`src/rtl/ysyx_041514_icache_refill.sv`:
```
// Purpose: icache miss/refill controller. It issues one 8-beat AXI4 INCR read for a
//   64-byte line, steers each 64-bit beat into a 128-bit bank half, then pulses the tag write.
// Latency: accept -> AR -> 8 beats -> DONE, 11 cycles minimum. It stalls on ar_ready_i and r_valid_i without a timeout.
// Backpressure: the block accepts a miss only in IDLE. r_ready_o is held high for the whole R phase.
// Ports: miss_* (request side), ar_*/r_* (AXI read master), icache_*/burst_count_o (data array),
//   tag_wen_o/tag_o (tag array), refill_done_o/refill_err_o (completion status), flush_i (fence.i).
module ysyx_041514_icache_refill #(
  parameter int IDX_LEN  = 6,
  parameter int BLK_LEN  = 6,
  parameter int ADDR_LEN = 32,
  parameter int TAG_LEN  = 20
) (
  input  logic                clk,
  input  logic                rst,
  input  logic                miss_req_i,
  input  logic [ADDR_LEN-1:0] miss_addr_i,
  output logic                miss_ready_o,
  input  logic                flush_i,
  output logic                refill_done_o,
  output logic                refill_err_o,
  output logic                ar_valid_o,
  input  logic                ar_ready_i,
  output logic [ADDR_LEN-1:0] ar_addr_o,
  output logic [7:0]          ar_len_o,
  output logic [2:0]          ar_size_o,
  output logic [1:0]          ar_burst_o,
  input  logic                r_valid_i,
  output logic                r_ready_o,
  input  logic [63:0]         r_data_i,
  input  logic [1:0]          r_resp_i,
  input  logic                r_last_i,
  output logic [IDX_LEN-1:0]  icache_index_o,
  output logic [127:0]        icache_line_wdata_o,
  output logic [127:0]        icache_wmask_o,
  output logic [2:0]          burst_count_o,
  output logic                icache_wen_o,
  output logic                tag_wen_o,
  output logic [TAG_LEN-1:0]  tag_o
);

  typedef enum logic [1:0] {S_IDLE, S_AR, S_R, S_DONE} state_t;

  state_t                     state;
  logic [ADDR_LEN-1:BLK_LEN]  line_addr;   // the byte offset is never needed, because the burst is line-aligned
  logic [2:0]                 beat_cnt;
  logic                       err;
  logic                       flush_seen;

  logic unused_offset;
  assign unused_offset = ^miss_addr_i[BLK_LEN-1:0];

  always_ff @(posedge clk) begin
    if (rst) begin
      state      <= S_IDLE;
      line_addr  <= '0;
      beat_cnt   <= 3'd0;
      err        <= 1'b0;
      flush_seen <= 1'b0;
    end else begin
      case (state)
        S_IDLE: begin
          // flush_i is ignored here, even when it arrives together with a new miss.
          if (miss_req_i) begin
            line_addr  <= miss_addr_i[ADDR_LEN-1:BLK_LEN];
            beat_cnt   <= 3'd0;
            err        <= 1'b0;
            flush_seen <= 1'b0;
            state      <= S_AR;
          end
        end
        S_AR: begin
          if (flush_i)    flush_seen <= 1'b1;
          if (ar_ready_i) state      <= S_R;
        end
        S_R: begin
          if (flush_i) flush_seen <= 1'b1;
          if (r_valid_i) begin
            beat_cnt <= beat_cnt + 3'd1;
            if (r_resp_i != 2'b00) err <= 1'b1;
            if (beat_cnt == 3'd7) begin
              // The eighth beat ends the refill. If the slave has not flagged last, the burst length was wrong.
              state <= S_DONE;
              if (!r_last_i) err <= 1'b1;
            end else if (r_last_i) begin
              // A short burst leaves stale banks, so the line must not become valid.
              err   <= 1'b1;
              state <= S_DONE;
            end
          end
        end
        S_DONE: begin
          if (flush_i) flush_seen <= 1'b1;
          state <= S_IDLE;
        end
        default: state <= S_IDLE;
      endcase
    end
  end

  assign miss_ready_o = (state == S_IDLE);

  assign ar_valid_o = (state == S_AR);
  assign ar_addr_o  = {line_addr, {BLK_LEN{1'b0}}};
  assign ar_len_o   = 8'd7;
  assign ar_size_o  = 3'b011;
  assign ar_burst_o = 2'b01;

  assign r_ready_o           = (state == S_R);
  assign icache_wen_o        = (state == S_R) & r_valid_i;
  assign burst_count_o       = beat_cnt;
  assign icache_line_wdata_o = {r_data_i, r_data_i};
  // Odd beats fill the upper half of the bank, and even beats fill the lower half.
  assign icache_wmask_o      = beat_cnt[0] ? {{64{1'b1}}, {64{1'b0}}} : {{64{1'b0}}, {64{1'b1}}};

  assign icache_index_o = line_addr[BLK_LEN+IDX_LEN-1:BLK_LEN];
  assign tag_o          = line_addr[ADDR_LEN-1:ADDR_LEN-TAG_LEN];

  assign refill_done_o = (state == S_DONE);
  assign refill_err_o  = (state == S_DONE) & err;
  // A flush in the DONE cycle itself also blocks the tag write.
  assign tag_wen_o     = (state == S_DONE) & ~err & ~flush_seen & ~flush_i;

endmodule

```
`config.mk`:
```
export PLATFORM = sky130hd
export DESIGN_NAME = ysyx_041514_icache_refill
export DESIGN_NICKNAME = d
export VERILOG_FILES = /design/src/rtl/ysyx_041514_icache_refill.sv
export SDC_FILE = /design/constraint.sdc
export NUM_CORES = 1
export LEC_CHECK = 0
export BUFFER_PORTS_ARGS = -buffer_cell sky130_fd_sc_hd__buf_2
export CAP_MARGIN = 10
export CORE_AREA = 2 2 172 174
export CTS_BUF_LIST = sky130_fd_sc_hd__clkbuf_16
export DETAILED_ROUTE_END_ITERATION = 8
export DIE_AREA = 0 0 174 176
export SYNTH_ARGS = -nofsm -noshare
export SYNTH_HDL_FRONTEND = slang
export SYNTH_SLANG_ARGS = --single-unit
```
`constraint.sdc`:
```
create_clock -name clk -period 4.64 [get_ports clk]
set_input_delay 0.696 -clock clk [delete_from_list [all_inputs] [get_ports clk]]
set_output_delay 0.696 -clock clk [all_outputs]
set_load 0.01 [all_outputs]
```
==> results of run 1 <==
## registers in the layout, indices dropped and copies added, names as in the netlist
name / cells
err: 1
flush_seen: 1
state: 2
burst_count_o: 3
line_addr: 26
## worst reg2reg max path, stage by stage (launching register included)
cell	delay (ns)
dfxtp_2	0.33
buf_4	0.40
ha_1	0.23
ha_1	0.22
xor2_1	0.08
or3_1	0.31
a31oi_1	0.17
nor3_1	0.07
## per-layer routing
layer	routed length, um	GRT usage
met3	1390	0.0340
met1	2770	0.0462
met5	68	0.0176
met2	2870	0.0533
met4	176	0.0196
## cells by family (layout without fill, tap and decap cells)
group	Yosys count	count (layout)	synth area share
AO/OA/AOI/OAI	35	35	0.0594
AND/OR/NAND/NOR	71	71	0.0866
XOR/XNOR	1	1	0.00242
buffers and inverters	315	240	0.638
flip-flops	33	33	0.182
multiplexers	3	3	0.00828
adder cells (fa/ha/maj)	6	6	0.0207
other	2	19	0.00207
## final timing paths
kind	startpoint	to	cells after the start
max	burst_count_o[0]	icache_wmask_o[55]	3
min	line_addr[30]	line_addr[30]	2
max reg2reg	burst_count_o[0]	err	7
min reg2reg	line_addr[30]	line_addr[30]	2
## cell usage after synthesis
cell type / count
nand2_1: 53
inv_1: 6
dfxtp_1: 33
a31oi_1: 1
or2_1: 1
or3_1: 1
a2111oi_4: 1
buf_4: 300
a21oi_1: 28
nor2_1: 5
nand2b_1: 1
ha_1: 6
nor2b_1: 3
o32ai_1: 3
xor2_1: 1
conb_1: 2
nor3b_2: 1
and2_1: 3
nor4b_1: 1
buf_2: 4
clkbuf_1: 5
mux2i_1: 3
nor2b_4: 1
nor3_1: 1
a22oi_1: 2
## cell type report
type | instances | area [um2] | share of cell area
clock inverters | 3 | 46.3 | 0.0145
multi-input cells | 135 | 714 | 0.224
flip-flops and latches | 33 | 662 | 0.208
inverters | 6 | 22.5 | 0.00707
clock buffers | 5 | 125 | 0.0393
repair buffers | 226 | 1140 | 0.356
well taps | 384 | 480 | 0.151
## stage by stage
| stage | hold slack (ns) | worst slack [ns] | cells | area [um2] | utilization |
|---|---|---|---|---|---|
| final | 0.466 | 2.44 | 792 | 3190 | 0.112 |
| after global routing | 0.488 | 2.26 | 792 | 3190 | 0.112 |
| after CTS | 0.470 | 2.37 | 792 | 3190 | 0.112 |
| after detailed placement | 0.459 | 2.62 | 784 | 3020 | 0.106 |
| after global placement | 0.452 | 2.62 | 784 | 3020 | 0.106 |
| after floorplan | 0.456 | 0.956 | 483 | 3690 | - |
## power breakdown
| group | internal [uW] | switching, uW |
|---|---|---|
| registers | 340 | 41.6 |
| clock network | 254 | 136 |
| logic | 248 | 379 |
## placed cells by master (no fill, tap or decap)
master | Yosys | routed
a2111oi_4 | 1 | 1
a21oi_1 | 28 | 28
a22oi_1 | 2 | 2
a31oi_1 | 1 | 1
and2_1 | 3 | 3
buf_2 | 4 | 224
buf_4 | 300 | 2
bufinv_16 | 0 | 1
clkbuf_16 | 0 | 5
clkinv_1 | 0 | 1
clkinv_4 | 0 | 1
clkinvlp_4 | 0 | 1
conb_1 | 2 | 19
dfxtp_1 | 33 | 32
dfxtp_2 | 0 | 1
ha_1 | 6 | 6
inv_1 | 6 | 5
mux2i_1 | 3 | 3
nand2_1 | 53 | 53
nand2b_1 | 1 | 1
nor2_1 | 5 | 5
nor2b_1 | 3 | 3
nor2b_4 | 1 | 1
nor3_1 | 1 | 1
nor3b_2 | 1 | 1
nor4b_1 | 1 | 1
o32ai_1 | 3 | 3
or2_1 | 1 | 1
or3_1 | 1 | 1
xor2_1 | 1 | 1
==> metrics.csv, run 1 <==
metric;value;unit
Row Count;62;
Pre-antenna DRT Iters;3;
WP data arrival;1.50;ns
Initial Util;0.127;
Worst Path Class, Setup;reg -> out;
CTS tree;built;
Yosys reg bits;33;
GRT Total Usage;0.0413;
clock skew;0.0101;ns
Clock Path Buffers;2;
CTS hold repair buffers;0;
startpoint types;register;
Max-slew headroom;0.352;
fmax;455;MHz
r2r setup slk;2.69;ns
Hold Path Class;reg -> reg;
crit end category;output port;
Crit path max-delay family;buffers and inverters;
CTS buffer count;5;
sequential element share of the synthesized area;0.182;
Buf/Inv on CP;3;
Die Width;174;um
share of layout cells above drive strength 1;0.583;
Area contributors post-synth;buf_4 62%, dfxtp_1 18%, nand2_1 5.5%, a21oi_1 3.9%, ha_1 2.1%;
HPWL Detailed;5850;um
Leakage;0.00163;uW
period utilization;0.473;
unrepaired setup endpoints after global routing;false;
leading area contributor after synthesis;buf_4;
Final min period;2.20;ns
clock sink count;33;
total power;1400;uW
area of the mapped netlist;0.00362;mm2
vias in the first global route;1654;
Core ar.;0.0285;mm2
initial antenna violation count;0;
Sum Neg Setup Slack;0;ns
Wirelength per Cell;9.18;um
grt total ovfl;0;
fin. max-slew vios;0;
Clk Latency, worst-skew pair;0.29;ns
fill cell count;3351;
Root Buffer;clkbuf_16;
first-pass GRT wire length;9790;um
Final Hold Viols;0;
largest net degree at the start of global routing;67;
Post-CTS Resized;0;
worst slew pin tran;0.970;ns
# diodes;0;
Area Growth Syn to Fin;-12.1;%
critical path data required time;3.94;ns
I/O pins;442;
clock slew at reported path FFs;0.06;ns
port buffer count;224;
DRC viols;0;
GP Congestion;0.691;
Max VDD drop;235;uV
max-cap violation count;0;
CP Max Fanout;50;
chip height;176;um
Post-DRT Antenna Nets;0;
Routed Wire Length;7270;um
top-area cell type share of the netlist area;0.621;
Gate Count Post-Synth;466;
CP cell instances;clkinv_1 -> buf_4 -> buf_2;
CP max-delay cell;buf_4;
Vias/cell;2.73;
syn_area_per_cell;7.78;um2
Final nets;518;
status;complete, no violations;
Post-CTS Setup Inserts;0;
DR iter-0 viols;33;
H-tree Lvls;2;
number of distinct library cells after synthesis;25;
CP max stage delay;0.38;ns
number of warnings issued by yosys;0;
Setup-failing EPs final;0;
vias post-DR;2160;
Power Density;439;mW/mm2
die area;0.0306;mm2
Note: power is estimated with default switching activity, not from simulation.
==> run 2, diff against run 1 <==
ABC_AREA = 1   (was unset)
clock period = 1.94 ns   (was 4.64 ns; I/O delays follow)
==> metrics.csv, run 2 <==
metric;value;unit
status;complete, no violations;
H-tree Lvls;2;
Yosys reg bits;33;
Vias/cell;2.76;
CP max stage delay;0.39;ns
top-area cell type share of the netlist area;0.622;
period utilization;0.863;
crit path from;state[0];
GP Congestion;0.661;
CP max-delay cell;dfxtp_1;
number of distinct library cells after synthesis;22;
Worst R2R Start;state[0];
count leader, synth;buf_4;
Final nets;542;
ys flop type;dfxtp_1;
EDFF count, synth;0;
vias in the first global route;1658;
Multi-input gate area;661;um2
Clk Latency, worst-skew pair;0.29;ns
r2r setup slk;0.34;ns
area of the mapped netlist;0.00362;mm2
Crit path max-delay family;flip-flops;
Final min period;1.67;ns
Power Density;1230;mW/mm2
Post-CTS Resized;0;
die area;0.0306;mm2
grt total ovfl;0;
Initial Util;0.127;
vias post-DR;2257;
Synth top cells by count;300 x buf_4, 61 x nor2_1, 33 x dfxtp_1;
Hold Path Class;in -> reg;
Routed Wire Length;8120;um
CTS tree;built;
CP Max Fanout;7;
CTS buffer count;5;
clock skew;0.00508;ns
Max VDD drop;334;uV
Wirelength per Cell;9.93;um
Area contributors post-synth;buf_4 62%, dfxtp_1 18%, nor2_1 6.3%, o21ai_0 2.5%, nand2_1 2.2%;
HPWL Detailed;6880;um
CTS hold repair buffers;0;
WP data arrival;1.38;ns
Largest Register;line_addr;
DR iter-0 viols;39;
flip-flop count of the largest register after layout;26;
DRC viols;0;
sequential element share of the synthesized area;0.183;
leading area contributor after synthesis;buf_4;
Final Hold Viols;0;
r2r worst-path depth;6;
share of layout cells above drive strength 1;0.556;
first-pass GRT wire length;10700;um
fin. max-slew vios;0;
Worst Path Class, Setup;reg -> out;
most frequent cells in the layout;224 x buf_2, 61 x nor2_1, 32 x dfxtp_1, 21 x nand2_1, 19 x conb_1;
fill cell count;3380;
worst slew pin tran;0.525;ns
commonest non-fill, non-tap cell in the layout;buf_2;
setup ws final;0.266;ns
reg-to-reg endpoint;line_addr[25];
end point of the critical path;icache_wen_o;
Row Count;62;
register area;664;um2
I/O pins;442;
Max-slew headroom;0.650;
Gate Count Post-Synth;487;
largest net degree at the start of global routing;65;
Leakage;0.00174;uW
ys async rst share;0;
Post-DRT Antenna Nets;0;
chip height;176;um
critical path data required time;1.65;ns
clock sink count;33;
startpoint types;register;
WP depth;5;
fmax;597;MHz
syn_area_per_cell;7.43;um2
Post-Layout Cell Count;818;
max-cap violation count;0;
CP cell instances;inv_1 -> ha_1 -> nand2_1 -> clkinv_1 -> buf_2;
crit end category;output port;
initial antenna violation count;3;
unrepaired setup endpoints after global routing;false;
Clock Path Buffers;2;
port buffer count;224;
Die Width;174;um
Setup-failing EPs final;0;
number of warnings issued by yosys;0;
post-layout util;0.113;
Buf/Inv on CP;3;
total power;3970;uW
Post-CTS Setup Inserts;0;
pre-CTS WS;0.288;ns
Root Buffer;clkbuf_16;
Area Growth Syn to Fin;-10.6;%
clock slew at reported path FFs;0.05;ns
Pre-antenna DRT Iters;4;
Core ar.;0.0285;mm2
# placed instances;808;
GRT Total Usage;0.0482;
run 2: changes by cell type after synthesis, moves of 3 or more:
cell      previous run  this run
a21oi_1             28         5
and2_1               3         0
buf_2                4         0
clkbuf_1             5         2
inv_1                6        14
mux2i_1              3         0
nand2_1             53        21
nor2_1               5        61
nor2b_1              3         0
o21ai_0              0        18
o21ai_1              0        10
o32ai_1              3         0
run 2: kinds of logic (layout without fill, tap and decap cells):
family          after synthesis  count (layout)  share of synthesized area
compound gates               34              34                     0.0477
simple gates                 88              88                     0.0944
buf+inv                     324             252                      0.653
flops                        33              33                      0.183
fa+ha+maj                     6               6                     0.0207
other cells                   2              21                    0.00207
run 2: through the flow:
step	hold WS (ns)	instance area, um2	setup TNS, ns
2_1_floorplan	0.360	3690	-12.17
3_3_place_gp	0.471	3040	0
3_5_place_dp	0.473	3040	0
4_1_cts	0.215	3230	0
5_1_grt	0.228	3230	0
6_report	0.225	3230	0
run 2: worst register-to-register path: stages, from the launching register on:
cell     delay, ns
dfxtp_1       0.39
inv_1         0.09
ha_1          0.26
nand2_2       0.29
buf_4         0.29
o21ai_0       0.11
nor2_1        0.11
run 2: how the worst min path moves through the flow:
stage | startpoint | endpoint | slack [ns] | depth (start not counted)
2_1_floorplan | rst | burst_count_o[1] | 0.36 | 1
3_3_place_gp | burst_count_o[1] | burst_count_o[1] | 0.47 | 2
3_5_place_dp | err | err | 0.47 | 2
4_1_cts | rst | burst_count_o[2] | 0.21 | 2
5_1_grt | rst | burst_count_o[2] | 0.23 | 2
6_report | rst | burst_count_o[1] | 0.22 | 2
run 2: per-layer routing:
| metal | up-vias | track usage | share of wire |
|---|---|---|---|
| li1 | 1056 | - | - |
| met1 | 898 | 0.0507 | 0.35 |
| met2 | 258 | 0.0662 | 0.41 |
| met3 | 43 | 0.0416 | 0.21 |
| met4 | 2 | 0.0249 | 0.031 |
| met5 | - | 0 | 0.0016 |
run 2: area by class of cell:
class	instances	share of cell area
Multi-Input combinational cell	147	0.204
Inverter	17	0.0217
Antenna cell	2	0.00155
Sequential cell	33	0.205
Tap cell	384	0.149
Clock buffer	6	0.0464
Clock inverter	2	0.0108
Timing Repair Buffer	227	0.361
run 2: power by group:
part           total [uW]  internal (uW)  switching, uW  leakage (uW)
combinational        1940            763           1180       0.00138
clock                1000            682            319     0.0000920
sequential           1020            868            156      0.000273
==> run 3, diff against run 2 <==
SETUP_SLACK_MARGIN = 0.3   (was unset)
==> metrics.csv, run 3 (synthesis gave the netlist of run 2 again) <==
metric;value;unit
CTS buffer count;5;
Power Density;1170;mW/mm2
Post-DRT Antenna Nets;0;
chip height;176;um
startpoint types;register;
Worst Path Class, Setup;reg -> out;
fill cell count;3358;
DR iter-0 viols;81;
CP Max Fanout;7;
CTS hold repair buffers;0;
post-layout util;0.111;
r2r setup slk;0.47;ns
Vias/cell;2.74;
die area;0.0306;mm2
Die Width;174;um
fmax;661;MHz
Post-CTS Setup Inserts;0;
Sum Neg Setup Slack;0;ns
commonest non-fill, non-tap cell in the layout;buf_2;
most frequent cells in the layout;224 x buf_2, 61 x nor2_1, 31 x dfxtp_1, 21 x nand2_1, 19 x conb_1;
period utilization;0.779;
first-pass GRT wire length;9910;um
crit path from;state[0];
unrepaired setup endpoints after global routing;false;
r2r worst-path depth;6;
Area Growth Syn to Fin;-12.1;%
clock sink count;33;
reg-to-reg endpoint;line_addr[6];
I/O pins;442;
GP Congestion;0.664;
worst slew pin tran;0.530;ns
Core ar.;0.0285;mm2
vias in the first global route;1650;
Initial Util;0.127;
initial antenna violation count;2;
largest net degree at the start of global routing;65;
Max VDD drop;355;uV
DRC viols;0;
HPWL Detailed;6300;um
pre-CTS WS;0.407;ns
Root Buffer;clkbuf_16;
Setup-failing EPs final;0;
Leakage;0.00172;uW
share of layout cells above drive strength 1;0.558;
port buffer count;224;
status;complete, no violations;
clock skew;0.00117;ns
fin. max-slew vios;0;
Pre-antenna DRT Iters;4;
Max-slew headroom;0.646;
setup ws final;0.428;ns
Routed Wire Length;7800;um
WP data arrival;1.22;ns
Final Hold Viols;0;
Worst R2R Start;state[1];
Wirelength per Cell;9.55;um
Final min period;1.51;ns
critical path data required time;1.65;ns
grt total ovfl;0;
Largest Register;line_addr;
Hold Crit Start;rst;
Hold Path Depth;2;
Hold Path Sink;burst_count_o[1];
Final nets;542;
Hold Path Class;in -> reg;
Row Count;62;
Clock Path Buffers;2;
Clk Latency, worst-skew pair;0.29;ns
H-tree Lvls;2;
flip-flop count of the largest register after layout;26;
GRT Total Usage;0.0444;
max-cap violation count;0;
crit end category;output port;
CTS tree;built;
vias post-DR;2236;
clock slew at reported path FFs;0.05;ns
## run 3: cell count changes in the layout (fill, tap and decap cells not counted), sizes merged
cell and delta:
clkbuf -1, diode -1, inv +1, bufinv -1, clkinv +1
## run 3: how the worst max path moves through the flow
stage	end	cells past startpoint
2_1_floorplan	icache_wmask_o[10]	2
3_3_place_gp	line_addr[27]	6
3_5_place_dp	line_addr[6]	6
4_1_cts	icache_wmask_o[73]	2
5_1_grt	line_addr[28]	6
6_report	icache_wen_o	5
## run 3: per-stage QoR
step / power, uW / hold slack [ns] / std cells / instance area (um2)
floorplan: 3170 / 0.360 / 504 / 3690
global placement: 2990 / 0.473 / 808 / 3030
detailed placement: 3010 / 0.479 / 808 / 3030
CTS: 3830 / 0.208 / 816 / 3170
global route: 4030 / 0.225 / 816 / 3180
finish: 3740 / 0.222 / 817 / 3180
## run 3: area by class of cell
class	count	area (um2)	share of cell area
timing repair buffer	227	1160	0.365
sequential	33	666	0.209
multi-input combinational	147	663	0.208
tap	384	480	0.151
clock buffer	5	125	0.0393
inverter	17	70.1	0.0220
clock inverter	3	13.8	0.00433
antenna	1	2.50	0.000787
## run 3: where the power goes
group,internal [uW],total [uW],switching [uW]
Sequential,870,1030,156
Clock,466,774,308
Combinational,757,1940,1180
## run 3: worst max-delay path, cell delays in order (launching register included)
cell and delay (ns):
dfxtp_2 0.35, inv_1 0.07, ha_2 0.23, nand2_1 0.08
clkinv_1 0.07, buf_2 0.14
## run 3: what timing repair did
action                     in CTS  in global routing
setup endpoints to repair       1                 59
pin swaps                       0                  0
gates resized for setup         1                  2
## run 3: metal layers
layer,track usage,share of wire,vias up
met4,0.0298,0.034,2
met3,0.0347,0.18,34
met2,0.0623,0.42,247
li1,-,-,1054
met5,0,0.0023,-
met1,0.0454,0.36,899
